===== src/rtl/bexkat1_pkg.sv =====
// Shared definitions for the bexkat1 instruction-side blocks.
package bexkat1_pkg;

   localparam int unsigned WORD_BYTES = 4;

   // One buffered instruction word together with the address it was fetched from.
   typedef struct packed {
      logic [31:0] word;
      logic [31:0] adr;
   } fetch_entry_t;

   typedef enum logic {
      PF_RUN,
      PF_FLUSH
   } prefetch_state_t;

endpackage


===== src/rtl/ins_prefetch_if.sv =====
// Instruction-side pipelined Wishbone read port (prefetcher is the master).
interface ins_prefetch_if;

   logic [31:0] bus_adr_o;
   logic        bus_cyc_o;
   logic        bus_stb_o;
   logic        bus_stall_i;
   logic        bus_ack_i;
   logic [31:0] bus_dat_i;

   modport master (
      output bus_adr_o, bus_cyc_o, bus_stb_o,
      input  bus_stall_i, bus_ack_i, bus_dat_i
   );

   modport slave (
      input  bus_adr_o, bus_cyc_o, bus_stb_o,
      output bus_stall_i, bus_ack_i, bus_dat_i
   );

endinterface


===== src/rtl/ins_prefetch_sync_fifo.sv =====
// Small synchronous FIFO with a flop-based head; clear wins over push/pop.
module sync_fifo #(
   parameter int unsigned WIDTH = 64,
   parameter int unsigned DEPTH = 4
) (
   input  logic                     clk_i,
   input  logic                     rst_i,
   input  logic                     push_i,
   input  logic                     pop_i,
   input  logic                     clear_i,
   input  logic [WIDTH-1:0]         din_i,
   output logic [WIDTH-1:0]         head_o,
   output logic                     empty_o,
   output logic [$clog2(DEPTH):0]   count_o
);

   localparam int unsigned AW = $clog2(DEPTH);
   localparam int unsigned CW = AW + 1;

   logic [WIDTH-1:0] mem_q [DEPTH];
   logic [WIDTH-1:0] mem_d [DEPTH];
   logic [AW-1:0]    rd_ptr_q, rd_ptr_d;
   logic [AW-1:0]    wr_ptr_q, wr_ptr_d;
   logic [CW-1:0]    count_q, count_d;
   logic             do_pop;

   // Pointer/count/storage update; pop on an empty FIFO is ignored.
   always_comb begin
      mem_d    = mem_q;
      rd_ptr_d = rd_ptr_q;
      wr_ptr_d = wr_ptr_q;
      count_d  = count_q;
      do_pop   = pop_i && (count_q != '0);
      if (clear_i) begin
         rd_ptr_d = '0;
         wr_ptr_d = '0;
         count_d  = '0;
      end else begin
         if (push_i) begin
            mem_d[wr_ptr_q] = din_i;
            wr_ptr_d        = wr_ptr_q + AW'(1);
         end
         if (do_pop) begin
            rd_ptr_d = rd_ptr_q + AW'(1);
         end
         count_d = count_q + CW'(push_i) - CW'(do_pop);
      end
   end

   // State registers.
   always_ff @(posedge clk_i) begin
      if (rst_i) begin
         for (int unsigned i = 0; i < DEPTH; i++) begin
            mem_q[i] <= '0;
         end
         rd_ptr_q <= '0;
         wr_ptr_q <= '0;
         count_q  <= '0;
      end else begin
         mem_q    <= mem_d;
         rd_ptr_q <= rd_ptr_d;
         wr_ptr_q <= wr_ptr_d;
         count_q  <= count_d;
      end
   end

   assign empty_o = (count_q == '0);
   assign count_o = count_q;
   assign head_o  = empty_o ? '0 : mem_q[rd_ptr_q];

endmodule


===== src/rtl/ins_prefetch.sv =====
// Instruction prefetch queue: issues sequential pipelined reads and buffers
// returned words for ifetch; a redirect flushes and discards in-flight reads.
module ins_prefetch
   import bexkat1_pkg::*;
#(
   parameter int unsigned DEPTH    = 4,
   parameter logic [31:0] RESET_PC = 32'h0
) (
   input  logic                 clk_i,
   input  logic                 rst_i,
   input  logic                 pc_set_i,
   input  logic [31:0]          pc_i,
   ins_prefetch_if.master       bus,
   output logic [31:0]          word_o,
   output logic [31:0]          word_adr_o,
   output logic                 valid_o,
   input  logic                 pop_i
);

   localparam int unsigned CW      = $clog2(DEPTH) + 1;
   localparam logic [CW:0] DEPTH_W = (CW+1)'(DEPTH);
   localparam logic [31:0] RST_ADR = RESET_PC & ~32'h3;

   prefetch_state_t state_q, state_d;
   logic [31:0]     adr_q, adr_d;
   logic [31:0]     tag_q, tag_d;
   logic [CW-1:0]   outstanding_q, outstanding_d;
   logic [CW-1:0]   discard_q, discard_d;

   logic            stb;
   logic            accept;
   logic            ack_drop;
   logic            ack_push;
   logic            fifo_clear;
   logic            fifo_empty;
   logic [CW-1:0]   fifo_count;
   fetch_entry_t    fifo_din;
   fetch_entry_t    fifo_head;

   // Credit check, ack routing, redirect handling and next-state logic.
   always_comb begin
      state_d       = state_q;
      adr_d         = adr_q;
      tag_d         = tag_q;
      outstanding_d = outstanding_q;
      discard_d     = discard_q;
      fifo_clear    = 1'b0;
      stb           = 1'b0;

      // Only registered occupancy is used, so a same-cycle pop frees no credit.
      if ((state_q == PF_RUN) && !rst_i &&
          (({1'b0, fifo_count} + {1'b0, outstanding_q}) < DEPTH_W)) begin
         stb = 1'b1;
      end
      accept   = stb && !bus.bus_stall_i;
      ack_drop = bus.bus_ack_i && (discard_q != '0);
      ack_push = bus.bus_ack_i && (discard_q == '0) && (outstanding_q != '0);

      if (accept) begin
         adr_d = adr_q + 32'(WORD_BYTES);
      end
      if (ack_push) begin
         tag_d = tag_q + 32'(WORD_BYTES);
      end
      outstanding_d = outstanding_q + CW'(accept) - CW'(ack_push);
      discard_d     = discard_q - CW'(ack_drop);

      if (pc_set_i) begin
         // Everything still owed by the bus becomes discard credit, including
         // a request accepted this cycle; an ack this cycle settles one of them.
         fifo_clear    = 1'b1;
         adr_d         = pc_i & ~32'h3;
         tag_d         = pc_i & ~32'h3;
         discard_d     = discard_q + outstanding_q + CW'(accept)
                         - CW'(ack_drop || ack_push);
         outstanding_d = '0;
         state_d       = (discard_d != '0) ? PF_FLUSH : PF_RUN;
      end else if ((state_q == PF_FLUSH) && (discard_d == '0)) begin
         state_d = PF_RUN;
      end
   end

   // State registers.
   always_ff @(posedge clk_i) begin
      if (rst_i) begin
         state_q       <= PF_RUN;
         adr_q         <= RST_ADR;
         tag_q         <= RST_ADR;
         outstanding_q <= '0;
         discard_q     <= '0;
      end else begin
         state_q       <= state_d;
         adr_q         <= adr_d;
         tag_q         <= tag_d;
         outstanding_q <= outstanding_d;
         discard_q     <= discard_d;
      end
   end

   assign fifo_din = '{word: bus.bus_dat_i, adr: tag_q};

   sync_fifo #(
      .WIDTH ($bits(fetch_entry_t)),
      .DEPTH (DEPTH)
   ) u_fifo (
      .clk_i   (clk_i),
      .rst_i   (rst_i),
      .push_i  (ack_push),
      .pop_i   (pop_i),
      .clear_i (fifo_clear),
      .din_i   (fifo_din),
      .head_o  (fifo_head),
      .empty_o (fifo_empty),
      .count_o (fifo_count)
   );

   assign bus.bus_adr_o = adr_q;
   assign bus.bus_stb_o = stb;
   assign bus.bus_cyc_o = stb || (outstanding_q != '0) || (discard_q != '0);

   assign valid_o    = !fifo_empty;
   assign word_o     = fifo_head.word;
   assign word_adr_o = fifo_head.adr;

endmodule


===== src/flat_wrapper.sv =====
// flat-port wrapper written by rule: the top's interface ports become plain ports
module ins_prefetch_flat import bexkat1_pkg::*;
#(
   parameter int unsigned DEPTH    = 4,
   parameter logic [31:0] RESET_PC = 32'h0
)
  (clk_i, rst_i, pc_set_i, pc_i, word_o, word_adr_o, valid_o, pop_i, bus_bus_adr_o, bus_bus_cyc_o, bus_bus_stb_o, bus_bus_stall_i, bus_bus_ack_i, bus_bus_dat_i);
  ins_prefetch_if bus_i ();
  input  logic clk_i;
  input  logic rst_i;
  input  logic pc_set_i;
  input  logic [31:0] pc_i;
  output logic [31:0] word_o;
  output logic [31:0] word_adr_o;
  output logic valid_o;
  input  logic pop_i;
  output wire logic [$bits(bus_i.bus_adr_o)-1:0] bus_bus_adr_o;
  output wire logic [$bits(bus_i.bus_cyc_o)-1:0] bus_bus_cyc_o;
  output wire logic [$bits(bus_i.bus_stb_o)-1:0] bus_bus_stb_o;
  input wire logic [$bits(bus_i.bus_stall_i)-1:0] bus_bus_stall_i;
  input wire logic [$bits(bus_i.bus_ack_i)-1:0] bus_bus_ack_i;
  input wire logic [$bits(bus_i.bus_dat_i)-1:0] bus_bus_dat_i;
  assign bus_bus_adr_o = bus_i.bus_adr_o;
  assign bus_bus_cyc_o = bus_i.bus_cyc_o;
  assign bus_bus_stb_o = bus_i.bus_stb_o;
  assign bus_i.bus_stall_i = bus_bus_stall_i;
  assign bus_i.bus_ack_i = bus_bus_ack_i;
  assign bus_i.bus_dat_i = bus_bus_dat_i;
  ins_prefetch #(.DEPTH(DEPTH), .RESET_PC(RESET_PC)) u_core (.clk_i(clk_i), .rst_i(rst_i), .pc_set_i(pc_set_i), .pc_i(pc_i), .bus(bus_i), .word_o(word_o), .word_adr_o(word_adr_o), .valid_o(valid_o), .pop_i(pop_i));
endmodule

===== config.mk =====
export PLATFORM = sky130hd
export DESIGN_NAME = ins_prefetch_flat
export DESIGN_NICKNAME = d
export VERILOG_FILES = /design/src/rtl/bexkat1_pkg.sv /design/src/rtl/ins_prefetch_if.sv /design/src/rtl/ins_prefetch_sync_fifo.sv /design/src/rtl/ins_prefetch.sv /design/src/flat_wrapper.sv
export SDC_FILE = /design/constraint.sdc
export NUM_CORES = 1
export LEC_CHECK = 0
export BUFFER_PORTS_ARGS = -buffer_cell sky130_fd_sc_hd__buf_4
export CAP_MARGIN = 20
export CORE_AREA = 5 5 210 212
export CTS_CLUSTER_SIZE = 40
export DETAILED_ROUTE_END_ITERATION = 8
export DIE_AREA = 0 0 215 217
export GPL_ROUTABILITY_DRIVEN = 1
export REMOVE_ABC_BUFFERS = 1
export SYNTH_ARGS = -nofsm -noshare
export SYNTH_HDL_FRONTEND = slang
export SYNTH_SLANG_ARGS = --single-unit

===== constraint.sdc =====
create_clock -name clk_i -period 4.55 [get_ports clk_i]
set_clock_uncertainty 0.1 [all_clocks]
set_input_delay 0.91 -clock clk_i [delete_from_list [all_inputs] [get_ports clk_i]]
set_output_delay 0.91 -clock clk_i [all_outputs]
set_load 0.02 [all_outputs]

==> impl_metrics.py, run 1 <==
metrics = {
    "detailed_routing": {
        "vias": 12340,
        "post-route-drc-count": 0,
        "dr.pass1.iters": 5,
        "drtAntennaViolNets": 0,
        "wl_per_cell_um": 18.34,
        "wirelength_um": 43660,
        "viasPerCell": 5.183,
        "drt_iter0_drc": 942,
    },
    "final_layout": {
        "diodes": 0,
        "layout-drive-gt1-share_pct": 17.59,
        "final_core_util_pct": 41.95,
        "layout.nets": 1905,
        "areaGrowthSynthToFinish_pct": 20.67,
        "fin_cells": 2381,
    },
    "worst_setup_path": {
        "cp.arrival_ns": 2.67,
        "cp_num_cells": 4,
        "path_buf_inv": 2,
        "reg2reg_depth": 9,
        "worstPathCellList": "buf_4, mux4_2, and2_1, buf_4",
        "crit_path_end_kind": "primary output",
        "critPathMaxStageDelay_ns": 0.82,
        "path_delay_family": "flip-flops",
        "criticalPathCategory": "flip-flop to primary output",
        "cp-start-kind": "flip-flop",
        "critPathMostFrequentCell": "buf_4",
        "critPathMaxFanout": 29,
        "cp_data_required_time_ns": 3.54,
        "cp_slowest_cell": "dfxtp_4",
    },
    "sta": {
        "period_minus_slack_ns": 3.678,
        "setup_tns_ns": 0,
        "maxSlewHeadroom_pct": 30.99,
        "worstMarginPinSlew_ns": 1.035,
        "max_freq_ghz": 0.2719,
        "rsz0062_at_grt": "false",
        "setup_viol": 0,
        "timing_hold_violations_final": 0,
        "drv_slew": 0,
        "min_period_over_period_pct": 80.84,
    },
    "placement": {
        "routabilityCongestion": 0.7928,
        "portBuffers": 162,
        "dpl.hpwl_um": 26600,
        "place_inst": 2315,
    },
    "yosys": {
        "yosysMostFrequentCell": "nand2_1",
        "yosysTopAreaCellShare_pct": 44.40,
        "synthTopCellsByCount": "nand2_1, dfxtp_1, a21oi_1",
        "yosysUniqueCellTypes": 44,
        "synth_seq_cells": 322,
        "synth_area_leaders": "dfxtp_1, nand2_1, a21oi_1",
        "syn_inst": 1730,
        "seq_area_frac_synth_pct": 44.40,
        "syn_area_per_cell_um2": 8.392,
        "synth-edff-count": 0,
        "async_flop_share_pct": 0,
        "synth_area_mm2": 0.01452,
        "yosys_warnings": 0,
        "yosysTopAreaCell": "dfxtp_1",
        "ys.flop_type": "dfxtp_1",
    },
    "clock_network": {
        "path_clk_slew_ns": 0.06,
        "root_buffer": "clkbuf_16",
        "htreeDepth": 2,
        "cts.sinks": 322,
        "clk_path_buf_depth": 3,
        "post-cts-setup-buffer-count": 0,
        "postCtsHoldBufs": 0,
        "tritoncts": "done",
        "cts_resized": 0,
        "insertion_delay_ns": 0.53,
        "cts_buffers": 37,
    },
    "run_status": {
        "status": "complete, no violations",
    },
    "min_path": {
        "hold_path.class": "flip-flop to flip-flop",
        "hold_depth": 2,
    },
    "floorplan": {
        "core_area_mm2": 0.04176,
        "die_y_um": 217,
        "dieArea_mm2": 0.04666,
        "initial_utilization_pct": 34.77,
        "fp-row-count": 75,
        "io_pins": 169,
        "die_w_um": 215,
    },
    "global_route": {
        "grt_pass1_wl_um": 69130,
        "overflow": 0,
        "grt_antenna_before_repair": 3,
        "grt_use_total_pct": 18.24,
        "grt_max_degree": 210,
        "grt_pass1_vias": 12360,
    },
    "pwr": {
        "peakVddDrop_mv": 0.2396,
        "leakagePower_nw": 6.186,
        "power_density_mw_per_mm2": 392.6,
    },
    "job": {
        "maxCapViolCount": 0,
    },
}
==> layout by cell type (no fill, tap or decap), types with 4 or more instances in the layout <==
master,count
nand4_1,23
clkbuf_1,7
and4_1,9
a21oi_1,281
clkinv_2,5
nand3_1,26
clkbuf_16,39
and2_1,70
nor3_1,11
clkbuf_8,6
nand2_2,4
nor2_1,14
buf_12,8
fa_1,4
and3_1,6
dfxtp_1,320
xor2_1,44
and2_2,4
ha_1,16
a21boi_0,50
mux4_2,62
conb_1,4
bufinv_16,8
nor4_1,13
o21a_1,4
o31a_1,6
nand2_1,524
inv_1,46
xnor2_1,20
buf_4,178
==> final timing paths <==
| kind | end | startpoint | slack [ns] |
|---|---|---|---|
| worst min-delay path | u_core.u_fifo.mem_q[17] | u_core.u_fifo.mem_q[17] | 0.35 |
| worst max register to register | u_core.state_q | u_core.u_fifo.count_o[1] | 1.49 |
| worst max-delay path | word_o[1] | u_core.u_fifo.rd_ptr_q[1] | 0.87 |
| worst min register to register | u_core.u_fifo.mem_q[17] | u_core.u_fifo.mem_q[17] | 0.35 |
==> area by class of cell <==
type / instances / area [um2]
timing repair buffer: 187 / 1510
clock buffer: 51 / 1071
inverter: 48 / 180.2
clock inverter: 15 / 281.5
sequential: 322 / 6454
fill: 4141 / 24240
multi-input combinational: 1219 / 7347
tap: 539 / 674.4
==> worst min-delay path, cell delays in order, from the launching register on <==
cell and delay, ns:
dfxtp_1 0.30, nand2_1 0.05, a21oi_1 0.05
==> through the flow <==
step / worst slack, ns / hold slack (ns) / instance area, um2 / power, mW
global route: 0.7114 / 0.3684 / 17520 / 7.153
finish: 0.8716 / 0.3512 / 17520 / 6.877
floorplan: 0.005070 / 0.3271 / 13960 / 3.349
CTS: 0.8068 / 0.3521 / 17520 / 6.953
detailed placement: 0.8042 / 0.3442 / 16170 / 3.650
global placement: 0.8266 / 0.3383 / 16170 / 3.638
==> metal layers <==
metal | up-vias | global-route usage, % | share of wire, %
met5 | - | 0 | 0.060
met3 | 67 | 3.405 | 5.5
met2 | 339 | 30.67 | 47
met1 | 5972 | 24.27 | 45
met4 | 4 | 5.035 | 2.3
li1 | 5958 | - | -
==> kinds of logic (layout without fill, tap and decap cells) <==
kind of cell / count (synthesis) / after routing / share of synthesized area, %
flops: 322 / 322 / 44.40
buf+inv: 192 / 301 / 5.180
compound gates: 351 / 351 / 13.32
simple gates: 716 / 716 / 21.52
xor+xnor: 64 / 64 / 3.861
fa+ha+maj: 20 / 20 / 1.931
mux: 64 / 64 / 9.756
other cells: 1 / 4 / 0.02583
==> where the power goes <==
part           total [mW]  internal (mW)  switching (mW)
registers            2.99           2.89           0.105
logic               0.599          0.246           0.354
clock network        3.29           2.10            1.19
total                6.88           5.23            1.64
==> registers in the layout (all words and copies together) (netlist names) <==
register	count
u_core.state_q	1
u_core.outstanding_q	3
u_core.u_fifo.mem_q	248
u_core.bus.bus_adr_o	30
u_core.tag_q	30
u_core.u_fifo.count_o	3
u_core.u_fifo.wr_ptr_q	2
u_core.discard_q	3
u_core.u_fifo.rd_ptr_q	2
Note: power is estimated with default switching activity, not from simulation.
==> inputs of run 2 (changes only) <==
- ABC_AREA: not set -> 1
- CORE_AREA: 5 5 210 212 -> 5 5 219 221
- DIE_AREA: 0 0 215 217 -> 0 0 224 226
- clock period: 4.55 -> 3.6 ns (I/O delays scaled with it)
==> run 2 against run 1 <==
Against the previous run:
- global-route usage is 1.4 points higher
- critical path depth grew 2
- flip-flop and latch count stayed put
- worst hold slack worse by 0.047 ns
- clock power is 20% higher
- combinational power is 55% higher
- register-to-register slack got worse by 0.64 ns
- area after synthesis is 9.0% higher
- via count increased by 27%
- wire length grew 18%
- die area up 8.5%
- core utilization down 1.6 points
- critical endpoint is now word_adr_o[17]
- largest power group unchanged
- highest routed layer is now met4
==> impl_metrics.py, run 2 <==
metrics = {
    "placement": {
        "dpl.hpwl_um": 31270,
        "routabilityCongestion": 0.8858,
        "portBuffers": 162,
        "preCtsSetupSlack_ns": 0.6847,
        "place_inst": 2929,
    },
    "worst_setup_path": {
        "cp-start-kind": "flip-flop",
        "crit_path_end_kind": "primary output",
        "reg2reg_depth": 13,
        "critPathMaxFanout": 45,
        "cp_data_required_time_ns": 2.78,
        "cp.arrival_ns": 2.63,
        "criticalPathCategory": "flip-flop to primary output",
    },
    "yosys": {
        "yosysTopAreaCellShare_pct": 40.73,
        "synth_seq_cells": 322,
        "async_flop_share_pct": 0,
        "synth_area_mm2": 0.01583,
        "yosysTopAreaCell": "dfxtp_1",
        "seq_area_frac_synth_pct": 40.73,
        "yosys_warnings": 0,
        "ys.flop_type": "dfxtp_1",
        "yosysUniqueCellTypes": 37,
        "syn_area_per_cell_um2": 6.851,
        "synthTopCellsByCount": "a21oi_1, nand2_1, dfxtp_1",
        "synth_area_leaders": "dfxtp_1, a21oi_1, o21ai_0",
        "synth-edff-count": 0,
        "syn_inst": 2310,
        "yosysMostFrequentCell": "a21oi_1",
    },
    "detailed_routing": {
        "vias": 15710,
        "wirelength_um": 51640,
        "drt_iter0_drc": 1359,
        "post-route-drc-count": 0,
        "viasPerCell": 5.245,
        "wl_per_cell_um": 17.24,
        "dr.pass1.iters": 5,
        "drtAntennaViolNets": 0,
    },
    "sta": {
        "worstMarginPinSlew_ns": 1.100,
        "final.setup.worst_slack_ns": 0.1544,
        "maxSlewHeadroom_pct": 26.65,
        "setup_viol": 0,
        "drv_slew": 0,
        "rsz0062_at_grt": "false",
        "timing_hold_violations_final": 0,
        "min_period_over_period_pct": 95.71,
        "holdWs_ns": 0.3041,
        "max_freq_ghz": 0.2902,
        "setup_tns_ns": 0,
        "period_minus_slack_ns": 3.446,
    },
    "global_route": {
        "grt_pass1_wl_um": 80500,
        "grt_max_degree": 155,
        "overflow": 0,
        "grt_antenna_before_repair": 0,
        "grt_pass1_vias": 14800,
        "grt_use_total_pct": 19.59,
    },
    "floorplan": {
        "die_y_um": 226,
        "initial_utilization_pct": 34.43,
        "die_w_um": 224,
        "core_area_mm2": 0.04596,
        "dieArea_mm2": 0.05062,
        "fp-row-count": 79,
        "io_pins": 169,
    },
    "clock_network": {
        "post-cts-setup-buffer-count": 0,
        "cts_buffers": 38,
        "path_clk_slew_ns": 0.06,
        "clk_path_buf_depth": 3,
        "cts.sinks": 322,
        "cts_resized": 0,
        "tritoncts": "done",
        "root_buffer": "clkbuf_16",
        "postCtsHoldBufs": 0,
        "insertion_delay_ns": 0.55,
        "htreeDepth": 2,
    },
    "final_layout": {
        "multi_input_area_mm2": 0.007597,
        "diodes": 0,
        "fin_cells": 2996,
        "layout.nets": 2452,
        "areaGrowthSynthToFinish_pct": 17.26,
        "top_register": "u_core.u_fifo.mem_q",
        "final_cell_mix": "a21oi_1, nand2_1, dfxtp_1",
        "nFillCells": 4801,
        "layout-drive-gt1-share_pct": 11.76,
        "largest_reg_flops": 248,
        "regArea_mm2": 0.006451,
        "final_common_cell": "a21oi_1",
    },
    "run_status": {
        "status": "complete, no violations",
    },
    "min_path": {
        "hold_depth": 3,
        "hold_path.class": "input pin to flip-flop",
    },
    "pwr": {
        "leakagePower_nw": 6.429,
        "power_density_mw_per_mm2": 466.0,
        "peakVddDrop_mv": 0.2775,
    },
    "job": {
        "maxCapViolCount": 0,
    },
}
run 2: cell types whose count changed in the layout (fill, tap and decap cells not counted), moves of 13 or more:
cell / delta
a21boi_0: -50
a21oi_1: +208
and2_1: -70
inv_1: +182
mux4_2: -62
nand2_1: -143
nand3_1: +171
nand4_1: -14
nor2_1: +97
nor4_1: -13
o21ai_0: +295
xnor2_1: -15
xor2_1: -34
run 2: routing by layer:
metal	GRT usage (%)	share of wire, %	vias to the layer above
li1	-	-	7765
met2	32.54	46	497
met4	5.771	1.9	0
met5	0	0	-
met1	26.48	45	7390
met3	3.042	6.6	61
run 2: metrics by stage:
stage	total power [mW]	instance area [um2]	utilization, %
after floorplan	4.341	14900	-
after global placement	4.754	17290	37.61
after detailed placement	4.764	17290	37.61
after CTS	8.738	18560	40.38
after global routing	9.004	18560	40.38
final	8.648	18560	40.38
run 2: cell type report:
| cell class | instances | area share [%] |
|---|---|---|
| sequential | 322 | 34.76 |
| multi-input combinational | 1570 | 40.94 |
| timing repair buffer | 196 | 8.603 |
| tap | 607 | 4.093 |
| clock buffer | 56 | 6.088 |
| inverter | 234 | 4.746 |
| clock inverter | 11 | 0.7686 |
run 2: power by group:
group | total (mW) | internal (mW) | switching, mW
registers | 3.76 | 3.65 | 0.118
logic | 0.929 | 0.332 | 0.597
clock network | 3.96 | 2.39 | 1.57
total | 8.65 | 6.37 | 2.28
run 2: path summary, 6_finish.rpt:
| path | from | to | slack (ns) |
|---|---|---|---|
| worst max-delay path | u_core.u_fifo.rd_ptr_q[0] | word_adr_o[17] | 0.15 |
| worst min-delay path | pc_i[6] | u_core.bus.bus_adr_o[6] | 0.30 |
| worst min register to register | u_core.u_fifo.mem_q[154] | u_core.u_fifo.mem_q[154] | 0.35 |
| worst max register to register | u_core.outstanding_q[1] | u_core.state_q | 0.85 |
run 2: kinds of logic (layout without fill, tap and decap cells):
kind of cell	count (synthesis)	in the layout	share of synthesized area, %
fa+ha+maj	20	20	1.771
buf+inv	421	497	11.49
flops	322	322	40.73
other cells	1	4	0.02369
simple gates	723	723	19.36
xor+xnor	15	15	0.8301
compound gates	808	808	25.80
run 2: critical path, stage by stage, from the launching register on:
cell,delay (ns)
dfxtp_4,0.36
clkinv_2,0.51
buf_12,0.42
a21oi_1,0.13
o21ai_0,0.10
a21oi_1,0.33
buf_4,0.22
